### src/rtl/floo_vc_pkg.sv
// Shared types and helpers for the virtual-channel demultiplexer.
package floo_vc_pkg;

    localparam int unsigned MaxVirtChannels = 2;
    localparam int unsigned VcIdWidth = (MaxVirtChannels > 1) ? $clog2(MaxVirtChannels) : 1;

    typedef logic [VcIdWidth-1:0] vc_id_t;

    // A depth-1 FIFO still needs a one-bit pointer so the vector is never zero-width.
    function automatic int unsigned ptr_width(input int unsigned depth);
        return (depth > 1) ? $clog2(depth) : 1;
    endfunction

endpackage

### src/rtl/floo_vc_demux_fifo.sv
// Single-VC flit FIFO: circular buffer with modulo-depth pointers and an occupancy counter.
module floo_vc_demux_fifo
    import floo_vc_pkg::*;
#(
    parameter int unsigned FifoDepth = 2,
    parameter type payload_t = logic [31:0]
) (
    input  logic     clk,
    input  logic     srst,
    input  logic     push,
    input  payload_t wdata,
    input  logic     pop,
    output logic     full,
    output logic     empty,
    output payload_t head
);

    localparam int unsigned PtrWidth = ptr_width(FifoDepth);
    localparam int unsigned CntWidth = $clog2(FifoDepth + 1);

    payload_t            mem_reg [FifoDepth];
    logic [PtrWidth-1:0] wr_ptr_reg;
    logic [PtrWidth-1:0] rd_ptr_reg;
    logic [CntWidth-1:0] cnt_reg;
    logic [CntWidth-1:0] cnt_next;
    logic                push_ok;
    logic                pop_ok;

    function automatic logic [PtrWidth-1:0] wrap_inc(input logic [PtrWidth-1:0] ptr);
        return (ptr == PtrWidth'(FifoDepth - 1)) ? '0 : ptr + 1'b1;
    endfunction

    assign full  = (cnt_reg == CntWidth'(FifoDepth));
    assign empty = (cnt_reg == '0);

    // Full is judged on current occupancy, so a pop never frees a slot for a same-cycle push.
    assign push_ok = push && !full;
    assign pop_ok  = pop && !empty;

    assign head = mem_reg[rd_ptr_reg];

    always_comb begin
        cnt_next = cnt_reg;
        case ({push_ok, pop_ok})
            2'b10:   cnt_next = cnt_reg + 1'b1;
            2'b01:   cnt_next = cnt_reg - 1'b1;
            default: cnt_next = cnt_reg;
        endcase
    end

    always_ff @(posedge clk) begin
        if (srst) begin
            wr_ptr_reg <= '0;
            rd_ptr_reg <= '0;
            cnt_reg    <= '0;
        end else begin
            if (push_ok) begin
                wr_ptr_reg <= wrap_inc(wr_ptr_reg);
            end
            if (pop_ok) begin
                rd_ptr_reg <= wrap_inc(rd_ptr_reg);
            end
            cnt_reg <= cnt_next;
        end
    end

    always_ff @(posedge clk) begin
        if (push_ok && !srst) begin
            mem_reg[wr_ptr_reg] <= wdata;
        end
    end

endmodule

### src/rtl/floo_vc_demux.sv
// Routes incoming flits into one FIFO per virtual channel; each VC drains independently.
// Define FLOO_VC_DEMUX_CREDIT_EN to add a registered per-VC credit_o pulse one cycle after each pop.
module floo_vc_demux
    import floo_vc_pkg::*;
#(
    parameter int unsigned NumVirtChannels = 2,
    parameter int unsigned DataWidth       = 32,
    parameter int unsigned FifoDepth       = 2,
    parameter type         payload_t       = logic [DataWidth-1:0]
) (
    input  logic                               clk_i,
    input  logic                               rst_i,
    input  payload_t                           data_i,
    input  logic [$clog2(NumVirtChannels)-1:0] vc_id_i,
    input  logic                               valid_i,
    output logic                               ready_o,
    output payload_t                           data_o [NumVirtChannels],
    output logic [NumVirtChannels-1:0]         valid_o,
    input  logic [NumVirtChannels-1:0]         ready_i
`ifdef FLOO_VC_DEMUX_CREDIT_EN
    ,
    output logic [NumVirtChannels-1:0]         credit_o
`endif
);

    localparam int unsigned IdWidth = $clog2(NumVirtChannels);
    localparam int unsigned IdSpan  = 2 ** IdWidth;

    logic [NumVirtChannels-1:0] push;
    logic [NumVirtChannels-1:0] pop;
    logic [NumVirtChannels-1:0] full;
    logic [NumVirtChannels-1:0] empty;
    logic [IdSpan-1:0]          full_ext;

    // Unused VC codes read as never-full, so such flits are accepted and dropped.
    genvar gi;
    generate
        for (gi = 0; gi < IdSpan; gi++) begin : g_full_ext
            if (gi < NumVirtChannels) begin : g_real
                assign full_ext[gi] = full[gi];
            end else begin : g_unused
                assign full_ext[gi] = 1'b0;
            end
        end
    endgenerate

    assign ready_o = !full_ext[vc_id_i];

    generate
        for (gi = 0; gi < NumVirtChannels; gi++) begin : g_vc
            assign push[gi]    = valid_i && (vc_id_i == IdWidth'(gi)) && !full[gi];
            assign valid_o[gi] = !empty[gi];
            assign pop[gi]     = valid_o[gi] && ready_i[gi];

            floo_vc_demux_fifo #(
                .FifoDepth (FifoDepth),
                .payload_t (payload_t)
            ) u_fifo (
                .clk   (clk_i),
                .srst  (rst_i),
                .push  (push[gi]),
                .wdata (data_i),
                .pop   (pop[gi]),
                .full  (full[gi]),
                .empty (empty[gi]),
                .head  (data_o[gi])
            );
        end
    endgenerate

`ifdef FLOO_VC_DEMUX_CREDIT_EN
    logic [NumVirtChannels-1:0] credit_reg;

    always_ff @(posedge clk_i) begin
        if (rst_i) begin
            credit_reg <= '0;
        end else begin
            credit_reg <= pop;
        end
    end

    assign credit_o = credit_reg;
`endif

endmodule

### config.mk
export PLATFORM = sky130hd
export DESIGN_NAME = floo_vc_demux
export DESIGN_NICKNAME = d
export VERILOG_FILES = /design/src/rtl/floo_vc_pkg.sv /design/src/rtl/floo_vc_demux_fifo.sv /design/src/rtl/floo_vc_demux.sv
export SDC_FILE = /design/constraint.sdc
export NUM_CORES = 1
export LEC_CHECK = 0
export ABC_AREA = 1
export CORE_MARGIN = 1
export CORE_UTILIZATION = 45
export DETAILED_ROUTE_END_ITERATION = 8
export GPL_TIMING_DRIVEN = 0
export PLACE_DENSITY = 0.73
export SLEW_MARGIN = 20
export SYNTH_ARGS = -nofsm -noshare
export SYNTH_HDL_FRONTEND = slang
export SYNTH_HIERARCHICAL = 1
export SYNTH_SLANG_ARGS = --single-unit
### constraint.sdc
create_clock -name clk_i -period 2.49 [get_ports clk_i]
set_input_delay 0.249 -clock clk_i [delete_from_list [all_inputs] [get_ports clk_i]]
set_output_delay 0.249 -clock clk_i [all_outputs]
set_load 0.01 [all_outputs]
Word level (Yosys, flattened, before mapping)

Memories as Yosys holds them, arrays and structs flattened. A register that Yosys moved wholly into a read port is not among the register bits.
Index checks and enable logic that the tools add are counted.

Bits of input ports: 38
Logic and storage cells: 62
Register bits after elaboration: 8
Output and inout bits: 67
Memory bits (writable): 128
Memories kept: 2

Equality and inequality tests: 6
Add/sub/neg operators: 8
Multiplexer cells: 16
Bitwise operators: 1
Reduce and logical (&&, ||, !) cells: 22
Magnitude comparators: 1

Memories:

| name                   | words | width | read ports | clocked after Yosys merged registers in | wr ports | line                     | text |
|---|---|---|---|---|---|---|---|
| g_vc[0].u_fifo.mem_reg | 2     | 32    | 1          | 1                                       | 1        | floo_vc_demux_fifo.sv:21 | `payload_t mem_reg [FifoDepth];` |
| g_vc[1].u_fifo.mem_reg | 2     | 32    | 1          | 1                                       | 1        | floo_vc_demux_fifo.sv:21 |  |

Operators by type and width:

| cell                                                       | number |
|---|---|
| two-way mux 1 bit                                          | 14 |
| logical AND 1 bit                                          | 12 |
| == test 2 bit, second input constant                       | 4 |
| one-hot mux 2 bit (2 select lines)                         | 2 |
| zero test 1 bit                                            | 6 |
| adder 1 bit, second input constant                         | 4 |
| adder 2 x 1 -> 2 bit, second input constant                | 2 |
| == test 2 x 1 -> 1 bit, second input constant              | 2 |
| zero test 2 bit                                            | 2 |
| nonzero test 2 bit                                         | 2 |
| subtractor 2 x 1 -> 2 bit, second input constant           | 2 |
| less-than comparator 1 x 2 -> 1 bit, second input constant | 1 |
| inverter 1 bit                                             | 1 |

Logic depth before layout (Yosys ltp)

Gate-level depths: netlist of the first run.

Depth after elaboration: 7
Gate-level depth with buffers: 11
Mapped depth without buffers: 11

Hierarchy

Netlist of the first run, hierarchy kept.

Modules (own cells, without submodules):

| module             | cells an instance | area an instance (um2) | seq. area each (um2) | instances |
|---|---|---|---|---|
| floo_vc_demux_fifo | 138               | 2707.6                 | 2021.9               | 2 |
| floo_vc_demux      | 16                | 60.1                   | 0.0                  | 1 |

Worst setup path before layout of the first run

No wires, ideal clock.

Kind: register to register
Start: register g_vc[0].u_fifo.cnt_reg[0]
End: memory g_vc[0].u_fifo/mem_reg[0][0] in the netlist's numbering (enable)
Buffers on the path: 0
Stages on the path, launching flop included: 7
Required time: 2.069 ns
Arrival: 2.132 ns
Clock period less this slack: 2.553 ns
Setup slack: -0.063 ns
Setup time: 0.421 ns
Cells stage by stage: dfxtp_1 > inv_1 > nand2_1 > inv_1 > nor2_1 > nand3_1 > nor2_1

Cells in the longest elaborated chain, start to end: 7

RTL lines:

| element                                 | line                     | text |
|---|---|---|
| from (decl)                             | floo_vc_demux_fifo.sv:24 | `logic [CntWidth-1:0] cnt_reg;` |
| from (signal assigned)                  | floo_vc_demux_fifo.sv:63 | `cnt_reg <= cnt_next;` |
| == test 2 bit                           | floo_vc_demux_fifo.sv:33 | `assign full = (cnt_reg == CntWidth'(FifoDepth));` |
| named net full[0]                       | floo_vc_demux.sv:31      | `logic [NumVirtChannels-1:0] full;` |
| zero test 1 bit                         | floo_vc_demux.sv:51      | `assign push[gi] = valid_i && (vc_id_i == IdWidth'(gi)) && !full[gi];` |
| logical AND 1 bit                       | floo_vc_demux.sv:51      |  |
| named net push[0]                       | floo_vc_demux.sv:29      | `logic [NumVirtChannels-1:0] push;` |
| logical AND 1 bit                       | floo_vc_demux_fifo.sv:37 | `assign push_ok = push && !full;` |
| logical AND 1 bit                       | floo_vc_demux_fifo.sv:68 | `if (push_ok && !srst) begin` |
| two-way mux 1 bit                       | floo_vc_demux_fifo.sv:68 |  |
| two-way mux 1 bit (not written as such) | floo_vc_demux_fifo.sv:69 | `mem_reg[wr_ptr_reg] <= wdata;` |
| to (decl)                               | floo_vc_demux_fifo.sv:21 |  |

The timed path passes the listed nets, and every way through them passes these cells.

==> metrics.csv, run 1 <==
metric;value;unit
Mapped Cells;292;
period utilization;84.52;%
Worst EP arrival;1.86;ns
Worst Hold End;g_vc[0].u_fifo/mem_reg[1][25]$_DFFE_PP_;
static leakage;2.660;nW
Detail Route Antenna Nets;0;
cts hold-fix bufs;0;
most common cell after layout, fill and taps aside;edfxtp_1;
power per cell area;730.5;nW/um^2
Fillers;867;
final setup vio count;0;
FF-to-FF Start;g_vc[1].u_fifo/cnt_reg[0]$_SDFFE_PP0P_;
max FFs per register;128;
drc violations;6;
latest clock arrival within the worst-skew pair;0.41;ns
Via-to-Cell Ratio;4.842;
min-delay worst type;in -> reg;
vias after detailed routing;2784;
final hold vios;0;
worst path required time;2.24;ns
clk sinks;138;
largest net degree at the start of global routing;21;
minimum clock period;2.105;ns
IO Pins;105;
failing checks;DRC;
post-detail-place hpwl;6408;um
Port Buf Inserts;104;
Nets;459;
leading area contributor after synthesis;edfxtp_1;
Hold Worst Slack;0.4761;ns
CP Cell Sequence;buf_6, buf_12, mux2_4, clkdlybuf4s50_1;
CTS HTree Levels;4;
Seq cells post-synth;138;
clk buf depth;2;
clock-pin transition on the worst setup and hold timing paths;0.06;ns
Fmax;475.2;MHz
most frequent cells in the layout;128 x edfxtp_1, 104 x clkdlybuf4s50_1, 60 x mux2_4;
mean area per synthesized cell;18.75;sq um
ant diodes;0;
antenna violations before repair;0;
root buf cell;clkbuf_16;
crit path max-delay cell type;clkdlybuf4s50_1;
DRT Wirelength;9706;um
grt ovf;0;
Die Span Y;112.3;um
Synth Cell Area;5475;sq um
row cnt;39;
Tot GR Track Use;16.43;%
r2r setup slk;0.47;ns
CP endpoint kind;output pin;
CTS tree;done;
CP peak stage delay;0.51;ns
Setup Crit Path Kind;reg -> out;
Synth top area share;70.20;%
buffers plus inverters on the worst setup path;3;
worst r2r dst;g_vc[1].u_fifo/mem_reg[0][2]$_DFFE_PP_;
Least-Margin Pin Slew;0.6671;ns
Ys Warns;6;
Initial Utilization;47.15;%
crit path launch type;register;
share of post-route cells with drive strength above 1;24.31;%
Area contributors post-synth;edfxtp_1 70%, mux2_4 16%, dfxtp_1 3.7%, buf_12 2.2%, nor2_1 1.8%;
Max Cap Viol;0;
first-pass GRT wire length;14750;um
hold path depth;1;
FF-to-FF path depth;7;
headroom to the max-slew limit;55.42;%
GP Congestion;0.7179;
drt wl/cell;16.88;um
die extent in x;112.3;um
TritonRoute pass-1 iters;6;
# resized after CTS;0;
total core area;11610;sq um
setup TNS;0;ns
HP Start;data_i[25];
max-slew violation count;0;
vias in the first global route;2792;
CTS Buf Count;17;
Util after Layout;63.54;%
Crit Path Max Fanout;10;
Post-CTS Setup Inserts;0;
Layout area overhead;34.78;%
syn nets;332;
clk_skew;0.01033;ns
RSZ-0062 raised after global routing;false;
Post-Layout Cell Count;575;
VDD IR-drop max;0.3953;mV
Top delay family on crit path;buffers and inverters;
register area share after synthesis;73.86;%
Placed Cells;543;
status;finished, violations left;
Yosys cell types;14;
die area;12610;sq um
Starting DRT DRC Count;100;
worst max-delay path by stage:
stage | startpoint | cells past startpoint | to | slack, ns
floorplan | g_vc[0].u_fifo/cnt_reg[0]$_SDFFE_PP0P_ | 6 | g_vc[0].u_fifo/mem_reg[0][0]$_DFFE_PP_ | 0.46
global placement | vc_id_i | 6 | g_vc[0].u_fifo/mem_reg[1][5]$_DFFE_PP_ | -0.47
detailed placement | vc_id_i | 6 | g_vc[1].u_fifo/mem_reg[0][5]$_DFFE_PP_ | 0.29
CTS | register | 4 | data_o[29] | 0.35
global route | register | 4 | data_o[16] | 0.31
finish | register | 4 | data_o[29] | 0.39
cell type report:
class                      count  area (sq um)  share of cell area (%)
sequential                   138          4044                   54.80
clock inverter                11         103.9                   1.407
buffer                         8         142.6                   1.933
tap                          143         178.9                   2.425
clock buffer                  21         440.4                   5.968
inverter                      19         71.32                  0.9664
multi-input combinational    127          1247                   16.90
timing repair buffer         108          1151                   15.60
report_power, final:
part | internal (mW) | switching (mW)
clock | 1.45 | 0.858
combinational | 0.266 | 0.193
sequential | 2.60 | 0.0216
layer usage:
layer	share of wire [%]	global-route usage (%)	routed length, um
met5	0	0	0
met4	1.5	7.111	143
met3	5.2	5.508	509
met2	53	28.36	5139
met1	40	18.67	3914
Yosys cell counts:
| master | instances |
|---|---|
| nor2_1 | 26 |
| o21ai_0 | 4 |
| nand4_1 | 2 |
| mux2_2 | 4 |
| buf_12 | 6 |
| dfxtp_1 | 10 |
| a21oi_1 | 2 |
| nand2_1 | 23 |
| ha_1 | 2 |
| inv_1 | 19 |
| mux2_4 | 60 |
| nand3_1 | 4 |
| buf_6 | 2 |
| edfxtp_1 | 128 |
cell families after synthesis:
family / count (synthesis) / synth area share (%)
muxes: 64 / 17.28
buffers and inverters: 27 / 3.908
AOI/OAI and AO/OA: 6 / 0.5485
DFF: 138 / 73.86
adders and majority gates: 2 / 0.4570
and+or+nand+nor: 55 / 3.953
worst register-to-register path, cell delays in order (launching register included):
cell	delay (ns)
dfxtp_1	0.37
inv_1	0.10
nand2_1	0.11
inv_1	0.06
nor2_1	0.15
nand3_1	0.15
nor2_4	0.54
buf_16	0.24
stage by stage:
stage / cell area (sq um) / power (mW) / setup slack, ns
2_1_floorplan: 5485 / 2.885 / 0.4569
3_3_place_gp: 6705 / 3.103 / -0.4651
3_5_place_dp: 6835 / 3.134 / 0.2864
4_1_cts: 7380 / 5.435 / 0.3453
5_1_grt: 7380 / 5.563 / 0.3126
6_report: 7380 / 5.391 / 0.3855
Note: power is estimated with default switching activity, not from simulation.
==> run 2, diff against run 1 <==
Clock period 2.49 ns to 1.8 ns, I/O delays scaled along.
==> metrics.csv, run 2 (same netlist as run 1, synthesis figures left out) <==
metric;value;unit
CTS Buf Count;17;
period utilization;99.42;%
Crit Path Max Fanout;6;
max FFs per register;128;
sequential power share;45.6;%
Die Span Y;112.3;um
final setup vio count;0;
root buf cell;clkbuf_16;
CP peak stage delay;0.41;ns
Util after Layout;66.24;%
Setup Crit Path Kind;reg -> out;
power share of the clock group;45.9;%
M1 GR Usage;23.00;%
Starting DRT DRC Count;142;
CTS tree;done;
static leakage;2.909;nW
antenna violations before repair;0;
CP dominant cell by count;buf_6;
dpl cell area;6725;sq um
busiest grt layer;met2;
Hold Worst Slack;0.4068;ns
drc violations;10;
clock-pin transition on the worst setup and hold timing paths;0.06;ns
CP Cell Sequence;buf_12, buf_8, buf_6, mux2_4, buf_6;
clk buf depth;2;
drt wl/cell;18.49;um
vias in the first global route;3024;
TritonRoute pass-1 iters;7;
Initial Utilization;47.15;%
total core area;11610;sq um
minimum clock period;1.790;ns
met2 Use GR;32.05;%
ant diodes;0;
Max Cap Viol;0;
VDD IR-drop max;0.4976;mV
most frequent cells in the layout;128 x edfxtp_1, 60 x mux2_4, 39 x clkdlybuf4s50_1;
setup TNS;0;ns
clk sinks;138;
crit path max-delay cell type;dfxtp_4;
largest net degree at the start of global routing;17;
Layout area overhead;40.49;%
status;finished, violations left;
CP endpoint kind;output pin;
min-delay worst type;in -> reg;
clk_skew;0.01392;ns
Tot GR Track Use;18.81;%
Tot Pwr;7.969;mW
Design Area, Final;7692;sq um
row cnt;39;
RSZ-0062 raised after global routing;true;
Nets;487;
sw frac;19.75;%
most common cell after layout, fill and taps aside;edfxtp_1;
Combinational Power Share;8.4;%
CTS HTree Levels;4;
DRT Wirelength;11150;um
M3 GR Usage;5.346;%
latest clock arrival within the worst-skew pair;0.41;ns
power per cell area;1036;nW/um^2
first-pass GRT wire length;16840;um
crit path launch type;register;
IO Pins;105;
Fmax;558.8;MHz
Detail Route Antenna Nets;0;
headroom to the max-slew limit;76.52;%
share of post-route cells with drive strength above 1;39.57;%
Least-Margin Pin Slew;0.3517;ns
failing checks;DRC;
max-slew violation count;0;
Via-to-Cell Ratio;4.973;
Int Pwr;6.395;mW
post-detail-place hpwl;5828;um
die area;12610;sq um
vias after detailed routing;2999;
Worst EP arrival;1.61;ns
grt ovf;0;
die extent in x;112.3;um
NetSw;1.574;mW
final hold vios;0;
GP Congestion;0.7430;
worst path required time;1.62;ns
Port Buf Inserts;104;
run 2: cell count changes in the layout (fill, tap and decap cells not counted), moves of 4 or more:
cell             delta
clkinv_2            -4
clkdlybuf4s15_1     +4
dfxtp_1             -4
buf_12             +11
nand2_1             -4
buf_4              +12
clkdlybuf4s50_1    -65
nor2_4              +5
nand2_2             +4
buf_16              -4
dlygate4sd2_1      +29
buf_6              +15
buf_2              +21
run 2: per-stage QoR:
step / instances / setup WS [ns]
after floorplan: 292 / 0.09038
after global placement: 539 / -0.5324
after detailed placement: 539 / -0.5558
after CTS: 601 / -0.07828
after global routing: 603 / -0.04455
final: 603 / 0.01037
run 2: final cells by class:
type	instances	area, sq um
buffer	6	120.1
clock buffer	22	474.2
clock inverter	10	165.2
fill	816	3921
inverter	19	71.32
multi-input combinational	131	1323
sequential	138	4054
tap	143	178.9
timing repair buffer	134	1306
run 2: power by group through the flow:
stage                     Sequential (mW)  Combinational, mW  Clock [mW]
after floorplan                      3.69              0.308           0
final                                3.64              0.670        3.66
after global routing                 3.64              0.714        3.87
after detailed placement             3.69              0.621           0
after global placement               3.69              0.608           0
after CTS                            3.63              0.655        3.73
run 2: path summary, 6_finish.rpt:
check	startpoint	end	slack [ns]	cells past startpoint
max	register	data_o[44]	0.01	5
min	data_i[21]	g_vc[0].u_fifo/mem_reg[0][21]$_DFFE_PP_	0.41	1
max reg2reg	g_vc[1].u_fifo/cnt_reg[0]$_SDFFE_PP0P_	g_vc[1].u_fifo/cnt_reg[0]$_SDFFE_PP0P_	0.08	8
min reg2reg	g_vc[1].u_fifo/rd_ptr_reg$_SDFFE_PP0P_	register	0.52	2
run 2: critical path, delay by kind of cell (launching register included):
| kind | cells | cell delay (ns) |
|---|---|---|
| muxes | 1 | 0.29 |
| buffers and inverters | 4 | 0.49 |
| DFF | 1 | 0.41 |
run 2: routing by layer:
| layer | part of all wire (%) | wire length (um) | vias up |
|---|---|---|---|
| li1 | - | - | 1397 |
| met1 | 41 | 4612 | 1485 |
| met5 | 0 | 0 | - |
| met2 | 52 | 5772 | 113 |
| met3 | 6.2 | 688 | 4 |
| met4 | 0.66 | 74 | 0 |
run 2: timing repair:
item                                    CTS  global route
cloned                                    4             0
setup buffers                            26             5
endpoints found under the setup margin  193           109
resized for setup                       186            21
pin swaps                                 8             3
hold buffers                              0             0
